File: src/rtl/wand_bus_arbiter_pkg.sv
// Shared types and defaults for the wired-AND bus arbiter.
// Latency: none, declarations only.
// Backpressure: not applicable.
package wand_arb_pkg;

  typedef enum logic [1:0] {
    ST_IDLE    = 2'd0,
    ST_GRANT   = 2'd1,
    ST_RELEASE = 2'd2
  } arb_state_t;

  localparam int N_REQ_DEF    = 4;
  localparam int MAX_HOLD_DEF = 16;
  localparam int CNT_W_DEF    = 5;

endpackage

File: src/rtl/wand_bus_arbiter_if.sv
// Requester/line bundle between the agents and the wired-AND arbiter.
// Latency: none, wiring only.
// Backpressure: req is a level held by each agent until it is granted and done.
interface wand_bus_arbiter_if #(
  parameter int N_REQ = wand_arb_pkg::N_REQ_DEF
);
  logic [N_REQ-1:0] req;
  logic [N_REQ-1:0] drv;
  logic             ext_bus;
  logic [N_REQ-1:0] gnt;
  logic             bus_out;
  logic             busy;
  logic             collision;
  logic             timeout;

  // agent / environment side
  modport master (
    output req, drv, ext_bus,
    input  gnt, bus_out, busy, collision, timeout
  );

  // arbiter side
  modport slave (
    input  req, drv, ext_bus,
    output gnt, bus_out, busy, collision, timeout
  );
endinterface

File: src/rtl/wand_bus_arbiter_rr_pick.sv
// Round-robin pick: first set request at or after ptr, wrapping modulo N.
// Latency: purely combinational.
// Backpressure: none; valid simply reports whether any request is set.
module rr_pick #(
  parameter int N     = 4,
  parameter int PTR_W = 2
) (
  input  logic [N-1:0]     req,
  input  logic [PTR_W-1:0] ptr,
  output logic [N-1:0]     onehot,
  output logic             valid
);

  logic [2*N-1:0] dbl_rot;
  logic [N-1:0]   rot;
  logic [N-1:0]   sel_rot;
  logic [2*N-1:0] dbl_back;
  logic           found;

  // Rotate so ptr lands at bit 0, take the lowest set bit, rotate the pick back.
  always_comb begin
    dbl_rot  = {req, req} >> ptr;
    rot      = dbl_rot[N-1:0];
    sel_rot  = '0;
    found    = 1'b0;
    for (int i = 0; i < N; i++) begin
      if (!found && rot[i]) begin
        sel_rot[i] = 1'b1;
        found      = 1'b1;
      end
    end
    dbl_back = {sel_rot, sel_rot} << ptr;
    onehot   = dbl_back[2*N-1:N];
    valid    = |req;
  end

endmodule

File: src/rtl/wand_bus_arbiter.sv
// Round-robin owner arbitration for a shared wired-AND line with collision/timeout.
// Latency: req->gnt 1 clk from IDLE; one RELEASE turnaround clk between owners.
// Backpressure: requesters wait on gnt; owners are cut on collision or MAX_HOLD.
module wand_bus_arbiter
  import wand_arb_pkg::*;
#(
  parameter int N_REQ    = N_REQ_DEF,
  parameter int MAX_HOLD = MAX_HOLD_DEF,
  parameter int CNT_W    = CNT_W_DEF
) (
  input  logic                clk,
  input  logic                rst_n,
  wand_bus_arbiter_if.slave   bus
);

  localparam int PTR_W = (N_REQ > 1) ? $clog2(N_REQ) : 1;

  arb_state_t       state_q, state_d;
  logic [N_REQ-1:0] gnt_q, gnt_d;
  logic [CNT_W-1:0] hold_cnt, hold_cnt_d;
  logic [PTR_W-1:0] rr_ptr, rr_ptr_d;
  logic             collision_q, collision_d;
  logic             timeout_q, timeout_d;

  logic [N_REQ-1:0] pick_onehot;
  logic             pick_valid;
  logic [PTR_W-1:0] owner_idx;
  logic [PTR_W-1:0] next_ptr;
  logic             owner_drv;
  logic             owner_req;

  rr_pick #(
    .N     (N_REQ),
    .PTR_W (PTR_W)
  ) u_pick (
    .req    (bus.req),
    .ptr    (rr_ptr),
    .onehot (pick_onehot),
    .valid  (pick_valid)
  );

  // Decode the current owner index from the one-hot grant and derive the next pointer.
  always_comb begin
    owner_idx = '0;
    for (int i = 0; i < N_REQ; i++) begin
      if (gnt_q[i]) owner_idx = PTR_W'(i);
    end
    if (owner_idx == PTR_W'(N_REQ - 1)) next_ptr = '0;
    else                                next_ptr = owner_idx + PTR_W'(1);
    owner_drv = |(bus.drv & gnt_q);
    owner_req = |(bus.req & gnt_q);
  end

  // Next-state logic: collision beats voluntary release, which beats the hold limit.
  always_comb begin
    state_d     = state_q;
    gnt_d       = gnt_q;
    hold_cnt_d  = hold_cnt;
    rr_ptr_d    = rr_ptr;
    collision_d = 1'b0;
    timeout_d   = 1'b0;
    case (state_q)
      ST_IDLE: begin
        if (pick_valid) begin
          gnt_d      = pick_onehot;
          hold_cnt_d = '0;
          state_d    = ST_GRANT;
        end
      end
      ST_GRANT: begin
        hold_cnt_d = hold_cnt + CNT_W'(1);
        // ext_bus is only looked at here, so X/0 outside ownership is harmless
        if (owner_drv && !bus.ext_bus) begin
          collision_d = 1'b1;
          state_d     = ST_RELEASE;
        end else if (!owner_req) begin
          state_d     = ST_RELEASE;
        end else if (hold_cnt == CNT_W'(MAX_HOLD - 1)) begin
          timeout_d   = 1'b1;
          state_d     = ST_RELEASE;
        end
        if (state_d == ST_RELEASE) begin
          gnt_d    = '0;
          rr_ptr_d = next_ptr;
        end
      end
      ST_RELEASE: begin
        state_d = ST_IDLE;
      end
      default: begin
        state_d = ST_IDLE;
        gnt_d   = '0;
      end
    endcase
  end

  // State, grant, counters and flag registers; reset clears the grant without a clock.
  always_ff @(posedge clk or negedge rst_n) begin
    if (!rst_n) begin
      state_q     <= ST_IDLE;
      gnt_q       <= '0;
      hold_cnt    <= '0;
      rr_ptr      <= '0;
      collision_q <= 1'b0;
      timeout_q   <= 1'b0;
    end else begin
      state_q     <= state_d;
      gnt_q       <= gnt_d;
      hold_cnt    <= hold_cnt_d;
      rr_ptr      <= rr_ptr_d;
      collision_q <= collision_d;
      timeout_q   <= timeout_d;
    end
  end

  // Non-owners contribute recessive '1'; the owner's drv passes straight through.
  assign bus.gnt       = gnt_q;
  assign bus.bus_out   = &(bus.drv | ~gnt_q);
  assign bus.busy      = (state_q != ST_IDLE);
  assign bus.collision = collision_q;
  assign bus.timeout   = timeout_q;

endmodule

File: src/flat_wrapper.sv
// flat-port wrapper written by rule: the top's interface ports become plain ports
module wand_bus_arbiter_flat import wand_arb_pkg::*;
#(
  parameter int N_REQ    = N_REQ_DEF,
  parameter int MAX_HOLD = MAX_HOLD_DEF,
  parameter int CNT_W    = CNT_W_DEF
)
  (clk, rst_n, bus_req, bus_drv, bus_ext_bus, bus_gnt, bus_bus_out, bus_busy, bus_collision, bus_timeout);
  wand_bus_arbiter_if #(.N_REQ(N_REQ)) bus_i ();
  input  logic clk;
  input  logic rst_n;
  input wire logic [$bits(bus_i.req)-1:0] bus_req;
  input wire logic [$bits(bus_i.drv)-1:0] bus_drv;
  input wire logic [$bits(bus_i.ext_bus)-1:0] bus_ext_bus;
  output wire logic [$bits(bus_i.gnt)-1:0] bus_gnt;
  output wire logic [$bits(bus_i.bus_out)-1:0] bus_bus_out;
  output wire logic [$bits(bus_i.busy)-1:0] bus_busy;
  output wire logic [$bits(bus_i.collision)-1:0] bus_collision;
  output wire logic [$bits(bus_i.timeout)-1:0] bus_timeout;
  assign bus_i.req = bus_req;
  assign bus_i.drv = bus_drv;
  assign bus_i.ext_bus = bus_ext_bus;
  assign bus_gnt = bus_i.gnt;
  assign bus_bus_out = bus_i.bus_out;
  assign bus_busy = bus_i.busy;
  assign bus_collision = bus_i.collision;
  assign bus_timeout = bus_i.timeout;
  wand_bus_arbiter #(.N_REQ(N_REQ), .MAX_HOLD(MAX_HOLD), .CNT_W(CNT_W)) u_core (.clk(clk), .rst_n(rst_n), .bus(bus_i));
endmodule
File: config.mk
export PLATFORM = sky130hd
export DESIGN_NAME = wand_bus_arbiter_flat
export DESIGN_NICKNAME = d
export VERILOG_FILES = /design/src/rtl/wand_bus_arbiter_pkg.sv /design/src/rtl/wand_bus_arbiter_if.sv /design/src/rtl/wand_bus_arbiter_rr_pick.sv /design/src/rtl/wand_bus_arbiter.sv /design/src/flat_wrapper.sv
export SDC_FILE = /design/constraint.sdc
export NUM_CORES = 1
export LEC_CHECK = 0
export ABC_AREA = 1
export CORE_AREA = 4 4 51 53
export DETAILED_ROUTE_END_ITERATION = 7
export DIE_AREA = 0 0 55 57
export MAX_ROUTING_LAYER = met4
export PLACE_DENSITY_LB_ADDON = 0.3
export SYNTH_ARGS = -nofsm -noshare
export SYNTH_HDL_FRONTEND = slang
export SYNTH_HIERARCHICAL = 1
export SYNTH_SLANG_ARGS = --single-unit
File: constraint.sdc
create_clock -name clk -period 1.9 [get_ports clk]
set_clock_uncertainty 0.1 [all_clocks]
set_input_delay 0.285 -clock clk [delete_from_list [all_inputs] [get_ports clk]]
set_output_delay 0.285 -clock clk [all_outputs]
set_load 0.1 [all_outputs]
Yosys cells after proc, flatten, opt, wreduce, memory -nomap -nowiden

Cells that the tools add are included.

Memory bits (read-only): 0
Word-level logic and storage cells: 67
Input port bits: 11
Latch bits: 0
Bits in writable memories: 0
Register bits after elaboration: 15
Memories kept: 0
Output and inout port bits: 8

Multipliers: 0
Add/sub/neg operators: 2
Reductions and logical operators: 18
Muxes and demuxes: 27
Shift-type cells: 2
Order comparisons: 0
Bitwise operators: 5
Div/mod/pow operators: 0
Equality and inequality tests: 7

Operators with widths:

| operator                                             | number |
|---|---|
| two-way mux 2 bit                                    | 8 |
| two-way mux 1 bit                                    | 13 |
| one-hot mux 4 bit (3 select lines)                   | 1 |
| OR reduction 4 bit                                   | 3 |
| one-hot mux 5 bit (2 select lines)                   | 1 |
| AND 4 bit                                            | 2 |
| two-way mux 4 bit                                    | 2 |
| << shifter 8 x 2 -> 8 bit                            | 1 |
| right shift 8 x 2 -> 4 bit                           | 1 |
| equality test 2 bit (second input constant)          | 3 |
| adder 5 x 1 -> 5 bit (second input constant)         | 1 |
| equality test 5 x 4 -> 1 bit (second input constant) | 1 |
| two-way mux 5 bit                                    | 1 |
| logical AND 1 bit                                    | 4 |
| logical NOT 1 bit                                    | 4 |
| != test 2 x 1 -> 1 bit (second input constant)       | 2 |
| NOT 4 bit                                            | 1 |
| bitwise OR 4 bit                                     | 1 |
| one-hot mux 2 bit (2 select lines)                   | 1 |
| AND reduction 2 bit                                  | 2 |
| AND reduction 4 bit                                  | 1 |
| nonzero test 2 bit                                   | 2 |
| AND reduction 3 bit                                  | 1 |
| adder 2 x 1 -> 2 bit (second input constant)         | 1 |
| other kinds (3)                                      | 3 |

Depth between registers and ports, before layout

Depth after elaboration: 14
Depth in mapped cells: 12
Mapped depth without buffers: 11

Cells and area by module

The synthesis kept the hierarchy.

Modules (own cells, without submodules):

| module           | sequential area each (µm²) | cells an instance | area each (µm²) | times used |
|---|---|---|---|---|
| wand_bus_arbiter | 375.4                      | 94                | 763.2           | 1 |
| rr_pick          | 0.0                        | 52                | 279.0           | 1 |

Worst setup path after synthesis

No wires, ideal clock.

Kind: register to output
Start: register u_core.gnt_q[3] (netlist: u_core/bus.gnt[3])
End: output port bus_bus_out
Path buffers: 0
Cell stages (with the launch flop): 4
Data required time: 1.515 ns
Arrival time: 2.289 ns
Slack: -0.774 ns
Cells stage by stage: dfrtp_1 > inv_1 > o22ai_1 > nor2_1

Longest elaborated chain between the ends: 3

RTL lines:

| element                | line                    | RTL |
|---|---|---|
| start, declared        | wand_bus_arbiter.sv:19  | `logic [N_REQ-1:0] gnt_q, gnt_d;` |
| start signal, assigned | wand_bus_arbiter.sv:108 | `gnt_q <= gnt_d;` |
| NOT 4 bit              | wand_bus_arbiter.sv:118 | `assign bus.bus_out = &(bus.drv \| ~gnt_q);` |
| bitwise OR 4 bit       | wand_bus_arbiter.sv:118 |  |
| AND reduction 4 bit    | wand_bus_arbiter.sv:118 |  |
| end, declared          | flat_wrapper.sv:16      | `output wire logic [$bits(bus_i.bus_out)-1:0] bus_bus_out;` |

No other way between the ends.

Worst setup path after layout

Start: register u_core.hold_cnt[0]
End: register u_core.gnt_q[3] (netlist: u_core/bus.gnt[3])

Longest elaborated chain between the ends: 8

RTL lines:

| element                          | line                    | RTL |
|---|---|---|
| start, declared                  | wand_bus_arbiter.sv:20  | `logic [CNT_W-1:0] hold_cnt, hold_cnt_d;` |
| start signal, assigned           | wand_bus_arbiter.sv:109 | `hold_cnt <= hold_cnt_d;` |
| equality test 5 x 4 -> 1 bit     | wand_bus_arbiter.sv:78  | `end else if (hold_cnt == CNT_W'(MAX_HOLD - 1)) begin` |
| two-way mux 2 bit                | wand_bus_arbiter.sv:78  |  |
| two-way mux 2 bit                | wand_bus_arbiter.sv:76  | `end else if (!owner_req) begin` |
| two-way mux 2 bit                | wand_bus_arbiter.sv:73  | `if (owner_drv && !bus.ext_bus) begin` |
| two-way mux 2 bit                | wand_bus_arbiter.sv:62  | `case (state_q)` |
| equality test 2 bit              | wand_bus_arbiter.sv:82  | `if (state_d == ST_RELEASE) begin` |
| != test 2 x 1 -> 1 bit (no line) | n/a                     |  |
| AND reduction 3 bit (no line)    | n/a                     |  |

No other way between the ends. The select of a mux whose other input is x is not followed.
A chain may end at the register's enable or synchronous reset.

==> metrics.txt <==
most frequent cells in the layout=nand2_1 (52), inv_1 (14), dfrtp_1 (12); CP Capture Type=flop; per-cell routed wire length=12.3 µm; fin crit period=1.78 ns; met3 Use GR=0.0261; worst reg2reg setup slack=0.12 ns; Via Count=1039; Leak=0.700 nW; total track usage=0.181; share of Yosys cell area claimed by the top area cell type=0.360; global route overflow=0; GR Util met1=0.227; setup ws final=0.122 ns; Final Max Tran Viols=0; die width=55 µm; number of port buffers=18; fin area=1360 µm²; Critical Path Source=u_core/hold_cnt[0]$_DFFE_PN0P_; Clk network pwr share=0.078; H-tree depth=1; share of cells above drive strength 1=0.229; CTS clk-pin slew, worst paths=0.08 ns; RD Place Congestion=0.805; internal power=0.00101 W; Crit path depth=10; warnings from Yosys=6; Post-CTS Hold Buffers=0; Syn Inst Count=146; Setup WS pre-CTS=-0.0758 ns; number of global-route vias before repair=1027; Worst Tran Pin Value=0.358 ns; root buf cell=clkbuf_4; global route hottest layer=met2; WP data arrival=1.89 ns; first-pass GRT wire length=4.22 mm; Synth area leaders=dfrtp_1 (36%), nand2_1 (19%), nand2_2 (6.0%); slowest stage cell, crit path=dfrtp_1; Seq pwr share=0.255; post-place instance area=1330 µm²; HPWL Detailed=1.99 mm; relative slew slack=0.761; highest clock rate=0.563 GHz; commonest non-fill, non-tap cell in the layout=nand2_1; Synth Register Bits=15; Post-DRT Antenna Nets=0; die height=57 µm; combinational share of power=0.666; pin count of the biggest net entering global routing=12; # Max-Cap Violations=0; Final #Nets=184; Setup crit start kind=flop; Routed Wire Length=2.43 mm; Filler Cell Count=192; Worst path max stage delay=0.42 ns; Critical R2R Capture=u_core/bus.gnt[3]$_DFFE_PN0P_; worst reg-to-reg path cell count=10; Clock Tree Buf Depth=2; CTS Sinks=15; peak supply drop=881 µV; Mapped Nets=159; worst reg2reg startpoint=u_core/hold_cnt[0]$_DFFE_PN0P_; Num CTS Buffers=3; CTS tree=yes; I/O Pins=19; row count=17; RSZ-0062 raised after global routing=no; Cell variety after synth=22; antenna diode count=0; Avg Vias per Cell=5.25; drt first pass iters=5; syn_area_per_cell=7.14 µm²; initial antenna violation count=0; endpoints failing setup=0; Core ar.=2150 µm²; Total Power=0.00225 W; status=finished clean; Post-route DRC=0; switch share=0.553; Buf/Inv on CP=1; met2 Use GR=0.287; CP most frequent cell=nand2_1; P&R area growth vs syn=30.3%; Hold Path Class=primary input to async pin; power per cell area=1660 nW/µm²; CP endpoint=u_core/bus.gnt[3]$_DFFE_PN0P_; switching power=0.00124 W; Hold Worst Slack=0.166 ns; critical path class=flop to flop; later-pin clock latency in the skew report=0.27 ns; Initial Util=0.485; Post-Syn Area=1040 µm²; Seq/Total Area, Yosys=0.360; Die ar.=3140 µm²; Synth area leader=dfrtp_1; final hold vios=0; CP delay by family, top=simple AND/OR/NAND/NOR gates; CP required=2.01 ns; Critical Path Fanout Max=4; CP cell instances=ha_1 > and3_1 > ha_1 > inv_1 > nand2_1 > nor2_1 > nand3_2 > nand2_2 > nand2_1 > nand2_1; period utilisation layout=0.936; Iter 0 DRT Violations=27
## power by group through the flow
| stage | clock (W) | sequential (W) | combinational, W |
|---|---|---|---|
| CTS | 0.000181 | 0.000570 | 0.00149 |
| floorplan | 0 | 0.000690 | 0.000970 |
| global route | 0.000195 | 0.000594 | 0.00164 |
| global placement | 0 | 0.000570 | 0.00145 |
| finish | 0.000176 | 0.000574 | 0.00150 |
| detailed placement | 0 | 0.000575 | 0.00149 |
## through the flow
stage	TNS, ns	std cells	util
final	0	198	0.632
after global routing	0	198	0.632
after CTS	0	198	0.631
after detailed placement	-0.408	194	0.619
after global placement	-0.0115	194	0.619
after floorplan	0	146	-
## worst register-to-register path: stages, from the launching register on
cell	delay (ns)
dfrtp_1	0.42
ha_1	0.24
and3_1	0.19
ha_1	0.17
inv_1	0.08
nand2_1	0.06
nor2_1	0.13
nand3_2	0.10
nand2_2	0.10
nand2_1	0.06
nand2_1	0.06
## state kept, by name (all words and copies together) (netlist names)
register / count
u_core/rr_ptr: 2
u_core/bus.collision: 1
u_core/bus.timeout: 1
u_core/hold_cnt: 5
u_core/state_q: 2
u_core/bus.gnt: 4
## how the worst min path moves through the flow
stage / end / from
floorplan: u_core/bus.collision$_DFF_PN0_ / rst_n
CTS: u_core/hold_cnt[2]$_DFFE_PN0P_ / rst_n
global placement: u_core/hold_cnt[3]$_DFFE_PN0P_ / u_core/hold_cnt[3]$_DFFE_PN0P_
detailed placement: u_core/hold_cnt[3]$_DFFE_PN0P_ / u_core/hold_cnt[3]$_DFFE_PN0P_
global route: u_core/bus.timeout$_DFF_PN0_ / rst_n
finish: u_core/bus.timeout$_DFF_PN0_ / rst_n
## synth_stat cells (all sizes together)
cell type and number:
inv 17, nand2 62, nand4 5, and3 1, or4 1, ha 2, a22o 1, dfrtp 15
a21oi 1, nor4 1, xnor2 1, nand3 17, o21ai 10, buf 2, o22ai 3, nor2 7
## kinds of logic after synthesis
| kind of cell | synth area share |
|---|---|
| AOI/OAI and AO/OA | 0.0900 |
| DFF | 0.360 |
| buffers and inverters | 0.0852 |
| and+or+nand+nor | 0.432 |
| adders and majority gates | 0.0240 |
| xor gates and xnor gates | 0.00840 |
## cell type report
| class | count | area (µm²) | area share |
|---|---|---|---|
| Clock buffer | 4 | 26.3 | 0.0194 |
| Sequential cell | 15 | 379 | 0.279 |
| Multi-Input combinational cell | 112 | 586 | 0.431 |
| Timing Repair Buffer | 22 | 265 | 0.195 |
| Tap cell | 28 | 35.0 | 0.0258 |
| Inverter | 17 | 66.3 | 0.0488 |
## layer usage
layer | routed length (µm) | share of wire | vias to the layer above
li1 | - | - | 522
met1 | 1050 | 0.43 | 480
met2 | 1260 | 0.52 | 35
met3 | 105 | 0.043 | 2
met4 | 10 | 0.0041 | 0
met5 | 0 | 0 | -
## what timing repair did
action,CTS,global route
gates resized for setup,0,1
setup buffers,0,0
setup endpoints to repair,0,4
(Power assumes the default switching activity.)
